## config.mk

```make
export PLATFORM = sky130hd
export DESIGN_NAME = serial_sub
export DESIGN_NICKNAME = d
export VERILOG_FILES = /design/src/rtl/serial_sub_pkg.sv /design/src/rtl/serial_sub_fullsub.sv /design/src/rtl/serial_sub.sv
export SDC_FILE = /design/constraint.sdc
export NUM_CORES = 1
export LEC_CHECK = 0
export ABC_AREA = 0
export BUFFER_PORTS_ARGS = -buffer_cell sky130_fd_sc_hd__buf_2
export CAP_MARGIN = 10
export CORE_ASPECT_RATIO = 1.5
export CORE_MARGIN = 1.5
export CORE_UTILIZATION = 59
export CTS_CLUSTER_SIZE = 40
export DETAILED_ROUTE_END_ITERATION = 8
export PLACE_DENSITY = 0.85
export SLEW_MARGIN = 25
export SYNTH_ARGS = -nofsm -noshare
export SYNTH_HDL_FRONTEND = slang
export SYNTH_HIERARCHICAL = 1
export SYNTH_SLANG_ARGS = --single-unit
```

## constraint.sdc

```tcl
create_clock -name clk -period 3.43 [get_ports clk]
set_input_delay 0.343 -clock clk [delete_from_list [all_inputs] [get_ports clk]]
set_output_delay 0.343 -clock clk [all_outputs]
set_load 0.005 [all_outputs]
```

## src/rtl/serial_sub_pkg.sv

```systemverilog
// Shared definitions for the bit-serial subtractor: FSM encoding and default width.
package serial_sub_pkg;

    localparam int SERIAL_SUB_WIDTH = 16;

    typedef enum logic [1:0] {
        IDLE  = 2'b00,
        SHIFT = 2'b01,
        DONE  = 2'b10
    } state_t;

endpackage

```

## src/rtl/serial_sub_fullsub.sv

```systemverilog
// One-bit full subtractor built from xor2/nand2/inv cells, plus those cells.
// d = a ^ b ^ b_in ; b_out = (~a & b) | (~(a ^ b) & b_in), formed as a NAND-NAND sum of products.
module xor2 (
    input  logic a,
    input  logic b,
    output logic y
);
    assign y = a ^ b;
endmodule

module nand2 (
    input  logic a,
    input  logic b,
    output logic y
);
    assign y = ~(a & b);
endmodule

module inv (
    input  logic a,
    output logic y
);
    assign y = ~a;
endmodule

module fullSub_1b (
    input  logic a,
    input  logic b,
    input  logic b_in,
    output logic d,
    output logic b_out
);
    logic ab_x, a_n, ab_xn, term_gen_n, term_prop_n;

    xor2  u_x0 (.a(a),     .b(b),     .y(ab_x));
    xor2  u_x1 (.a(ab_x),  .b(b_in),  .y(d));
    inv   u_i0 (.a(a),     .y(a_n));
    inv   u_i1 (.a(ab_x),  .y(ab_xn));
    nand2 u_n0 (.a(a_n),   .b(b),     .y(term_gen_n));
    nand2 u_n1 (.a(ab_xn), .b(b_in),  .y(term_prop_n));
    nand2 u_n2 (.a(term_gen_n), .b(term_prop_n), .y(b_out));
endmodule

```

## src/rtl/serial_sub.sv

```systemverilog
// Bit-serial a-b, LSB first, one bit per cycle; optional signed overflow via SERIAL_SUB_OVF_EN.
// Latency WIDTH+1 cycles start->done; no backpressure, start is ignored while busy.
module serial_sub
    import serial_sub_pkg::*;
#(
    parameter int WIDTH = SERIAL_SUB_WIDTH
) (
    input  logic             clk,
    input  logic             rst_n,
    input  logic             start,
    input  logic [WIDTH-1:0] a,
    input  logic [WIDTH-1:0] b,
    output logic             busy,
    output logic             done,
    output logic [WIDTH-1:0] diff,
    output logic             borrow_out
`ifdef SERIAL_SUB_OVF_EN
    ,
    output logic             ovf
`endif
);

    localparam int CNT_W = $clog2(WIDTH);
    localparam logic [CNT_W-1:0] CNT_LAST = CNT_W'(WIDTH - 1);

    state_t           state_q, state_d;
    logic [CNT_W-1:0] cnt_q, cnt_d;
    logic [WIDTH-1:0] a_q, a_d, b_q, b_d;
    logic [WIDTH-1:0] shadow_q, shadow_d, shift_val;
    logic [WIDTH-1:0] diff_q, diff_d;
    logic             brw_q, brw_d;
    logic             borrow_out_q, borrow_out_d;
`ifdef SERIAL_SUB_OVF_EN
    logic             ovf_q, ovf_d;
`endif

    logic bit_a, bit_b, bit_d, bit_bout;

    // Operands stay parallel; the counter selects the bit under subtraction.
    assign bit_a     = a_q[cnt_q];
    assign bit_b     = b_q[cnt_q];
    assign shift_val = {bit_d, shadow_q[WIDTH-1:1]};

    fullSub_1b u_fullsub (
        .a     (bit_a),
        .b     (bit_b),
        .b_in  (brw_q),
        .d     (bit_d),
        .b_out (bit_bout)
    );

    always_comb begin
        state_d      = state_q;
        cnt_d        = cnt_q;
        a_d          = a_q;
        b_d          = b_q;
        shadow_d     = shadow_q;
        diff_d       = diff_q;
        brw_d        = brw_q;
        borrow_out_d = borrow_out_q;
`ifdef SERIAL_SUB_OVF_EN
        ovf_d        = ovf_q;
`endif
        busy         = 1'b0;
        done         = 1'b0;

        case (state_q)
            IDLE, DONE: begin
                done = (state_q == DONE);
                if (start) begin
                    state_d = SHIFT;
                    a_d     = a;
                    b_d     = b;
                    brw_d   = 1'b0;
                    cnt_d   = '0;
                end else begin
                    state_d = IDLE;
                end
            end
            SHIFT: begin
                busy     = 1'b1;
                shadow_d = shift_val;
                brw_d    = bit_bout;
                if (cnt_q == CNT_LAST) begin
                    // Results become visible only here, never mid-operation.
                    state_d      = DONE;
                    cnt_d        = '0;
                    diff_d       = shift_val;
                    borrow_out_d = bit_bout;
`ifdef SERIAL_SUB_OVF_EN
                    ovf_d        = (a_q[WIDTH-1] != b_q[WIDTH-1]) && (bit_d != a_q[WIDTH-1]);
`endif
                end else begin
                    cnt_d = cnt_q + 1'b1;
                end
            end
            default: state_d = IDLE;
        endcase
    end

    always_ff @(posedge clk or negedge rst_n) begin
        if (!rst_n) begin
            state_q      <= IDLE;
            cnt_q        <= '0;
            a_q          <= '0;
            b_q          <= '0;
            shadow_q     <= '0;
            diff_q       <= '0;
            brw_q        <= 1'b0;
            borrow_out_q <= 1'b0;
`ifdef SERIAL_SUB_OVF_EN
            ovf_q        <= 1'b0;
`endif
        end else begin
            state_q      <= state_d;
            cnt_q        <= cnt_d;
            a_q          <= a_d;
            b_q          <= b_d;
            shadow_q     <= shadow_d;
            diff_q       <= diff_d;
            brw_q        <= brw_d;
            borrow_out_q <= borrow_out_d;
`ifdef SERIAL_SUB_OVF_EN
            ovf_q        <= ovf_d;
`endif
        end
    end

    assign diff       = diff_q;
    assign borrow_out = borrow_out_q;
`ifdef SERIAL_SUB_OVF_EN
    assign ovf        = ovf_q;
`endif

endmodule
```

==> flow_metrics.env <==
export IMPL_ys_flop_type="dfrtp_1"
export IMPL_num_vias=1890
export IMPL_hp_class="in -> async"
export IMPL_slew_headroom_pct=43.7
export IMPL_timing_final_crit_period_ps=2410
export IMPL_syn_nets=268
export IMPL_maxSlewViolCount=0
export IMPL_cp_data_arrival_time_ps=2060
export IMPL_async_flop_share_pct=100
export IMPL_synth_seq_cells=71
export IMPL_grt_start_max_net_pins=72
export IMPL_hold_violations=0
export IMPL_synth_top_family_by_area="multiplexers"
export IMPL_crit_type="reg -> out"
export IMPL_crit_start="state_q[0]$_DFFE_PN0P_"
export IMPL_syn_cell_area_um2=3060
export IMPL_clk_pin_slew_ps=60
export IMPL_yosys_area_top_type="dfrtp_1"
export IMPL_rsz0062_at_grt="no"
export IMPL_tns_ps=0
export IMPL_period_share_pct=70.1
export IMPL_die_area_um2=5640
export IMPL_antenna_found_initial=0
export IMPL_yosysSeqAreaShare_pct=58.0
export IMPL_die_w_um=61.8
export IMPL_ant_nets=0
export IMPL_n_antenna_cell=0
export IMPL_finalSetupViolCount=0
export IMPL_via_per_inst=5.28
export IMPL_synth_most_common_cell="dfrtp_1"
export IMPL_drtIter0Drc=95
export IMPL_grt_pass1_vias=1979
export IMPL_io_buffer_count=53
export IMPL_die_h_um=91.3
export IMPL_rows=32
export IMPL_cts_buffers=9
export IMPL_r2r_setup_slack_ps=1060
export IMPL_worstRegToRegCells=10
export IMPL_cts_resized=0
export IMPL_synth_distinct_cells=27
export IMPL_synth_adder_area_share_pct=0.408
export IMPL_finClkSkew_ps=8.11
export IMPL_holdWs_ps=182
export IMPL_synth_cells=232
export IMPL_cap_violations=0
export IMPL_status="finished, final reports clean"
export IMPL_drive_gt1_share_pct=41.4
export IMPL_drt_first_pass_iters=4
export IMPL_hpwl_um=3600
export IMPL_gp_congestion=0.775
export IMPL_ctsRootBufferMaster="clkbuf_8"
export IMPL_start_util_pct=60.3
export IMPL_synthMuxAreaShare_pct=25.2
export IMPL_htree_levels=3
export IMPL_yosysWarningCount=6
export IMPL_synth_compound_area_share_pct=3.76
export IMPL_cp_slowest_cell="nand2b_1"
export IMPL_finalNetCount=324
export IMPL_clockBufferDepth=2
export IMPL_cp_required_ps=3090
export IMPL_synth_area_top_cells="dfrtp_1, mux2_2, nand2_1, mux2_4, mux4_1"
export IMPL_cp_start_kind="register"
export IMPL_routed_wirelength_um=5030
export IMPL_vdd_drop_max_uv=520
export IMPL_yosys_area_share_simple_pct=8.66
export IMPL_clock_latency_ps=340
export IMPL_cts_tree="built"
export IMPL_synth_edff_count=0
export IMPL_slowest_delay_ps=540
export IMPL_grt_pass1_wl_um=8320
export IMPL_synth_top_area_share_pct=58.0
export IMPL_timing_rr_start="cnt_q[0]$_DFFE_PN0P_"
export IMPL_path_cells="nand2b_1 > inv_1 > buf_4 > buf_2"
export IMPL_synth_xor_area_share_pct=0.572
export IMPL_p_leak_nw=1.75
export IMPL_tightest_slew_ps=844
export IMPL_nFillCells=397
export IMPL_core_area_um2=5080
export IMPL_overflow=0
export IMPL_postCtsSetupBuffers=0
export IMPL_io_pins=54
export IMPL_drc=0
export IMPL_synth_top_cells_by_count="dfrtp_1, nand2_1, mux2_2, mux2_4, mux2i_1"
export IMPL_wl_per_cell_um=14.1
export IMPL_r2r_end="borrow_out$_DFFE_PN0P_"
export IMPL_avgSynthCellArea_um2=13.2
export IMPL_p_total_mw=3.21
export IMPL_cp_max_fo=19
export IMPL_hold_buffers=0
export IMPL_p_per_area_nw_per_um2=916
export IMPL_clock_sinks=71
export IMPL_endpoint_kind="output pin"
export IMPL_grt_usage_pct=20.2
export IMPL_area_growth_pct=14.5
export IMPL_fmax_mhz=416
## kinds of logic (layout without fill, tap and decap cells)
kind of cell	after synthesis	after routing
flip-flops	71	71
adder cells (fa/ha/maj)	1	1
AO/OA/AOI/OAI	17	17
multiplexers	61	61
buffers and inverters	16	74
AND/OR/NAND/NOR	64	64
XOR/XNOR	2	2
## final cells by class
cell class | count | area [um2] | area share (%)
clock inverter | 2 | 10.0 | 0.285
inverter | 4 | 15.0 | 0.428
sequential | 71 | 1780 | 50.7
multi-input combinational | 145 | 1180 | 33.7
timing repair buffer | 57 | 295 | 8.42
tap | 68 | 85.1 | 2.43
clock buffer | 11 | 141 | 4.03
## placed cells by master, fill, tap and decap left out, drive strengths merged, types with 3 or more instances in the layout
master  instances
nor2b           3
inv             4
o21ai           7
clkbuf         11
nand2          53
dfrtp          71
a221oi          4
buf            57
mux2           49
nor2            3
mux2i           8
mux4            4
## registers in the layout (all words and copies together), names as in the netlist
name        count
brw_q           1
state_q         2
a_q            16
b_q            16
borrow_out      1
cnt_q           4
shadow_q       15
diff           16
## metrics by stage
stage                     setup WS, ps  cell area (um2)  utilization (%)  cells
after floorplan                   1400             3060                -    232
after global placement            1130             3360             66.0    345
after detailed placement          1050             3360             66.0    345
after CTS                          989             3510             69.0    358
after global routing               878             3510             69.0    358
final                             1020             3510             69.0    358
## worst max-delay path by stage
stage                                        end  slack, ps  cells past startpoint
after CTS                                   busy        990                      4
after global routing                        busy        880                      4
after global placement    borrow_out$_DFFE_PN0P_       1130                      8
after floorplan           borrow_out$_DFFE_PN0P_       1400                      9
final                                       busy       1020                      4
after detailed placement  borrow_out$_DFFE_PN0P_       1050                     10
## worst max-delay path: cells and delay by family, from the launching register on
family	cells	cell delay (ps)
and+or+nand+nor	1	540
buffers and inverters	3	770
DFF	1	400
## metal layers
| layer | vias to the layer above | track usage [%] | routed length [um] |
|---|---|---|---|
| li1 | 905 | - | - |
| met1 | 932 | 21.8 | 2050 |
| met2 | 43 | 34.3 | 2680 |
| met3 | 10 | 7.26 | 201 |
| met4 | 0 | 8.33 | 94 |
| met5 | - | 0 | 0 |
## report_power, final
| group | internal [mW] | total (mW) | switching, mW |
|---|---|---|---|
| clock network | 0.267 | 0.537 | 0.270 |
| registers | 1.22 | 1.49 | 0.266 |
| logic | 0.653 | 1.18 | 0.531 |
No activity file was read; power rests on OpenSTA's default activity.
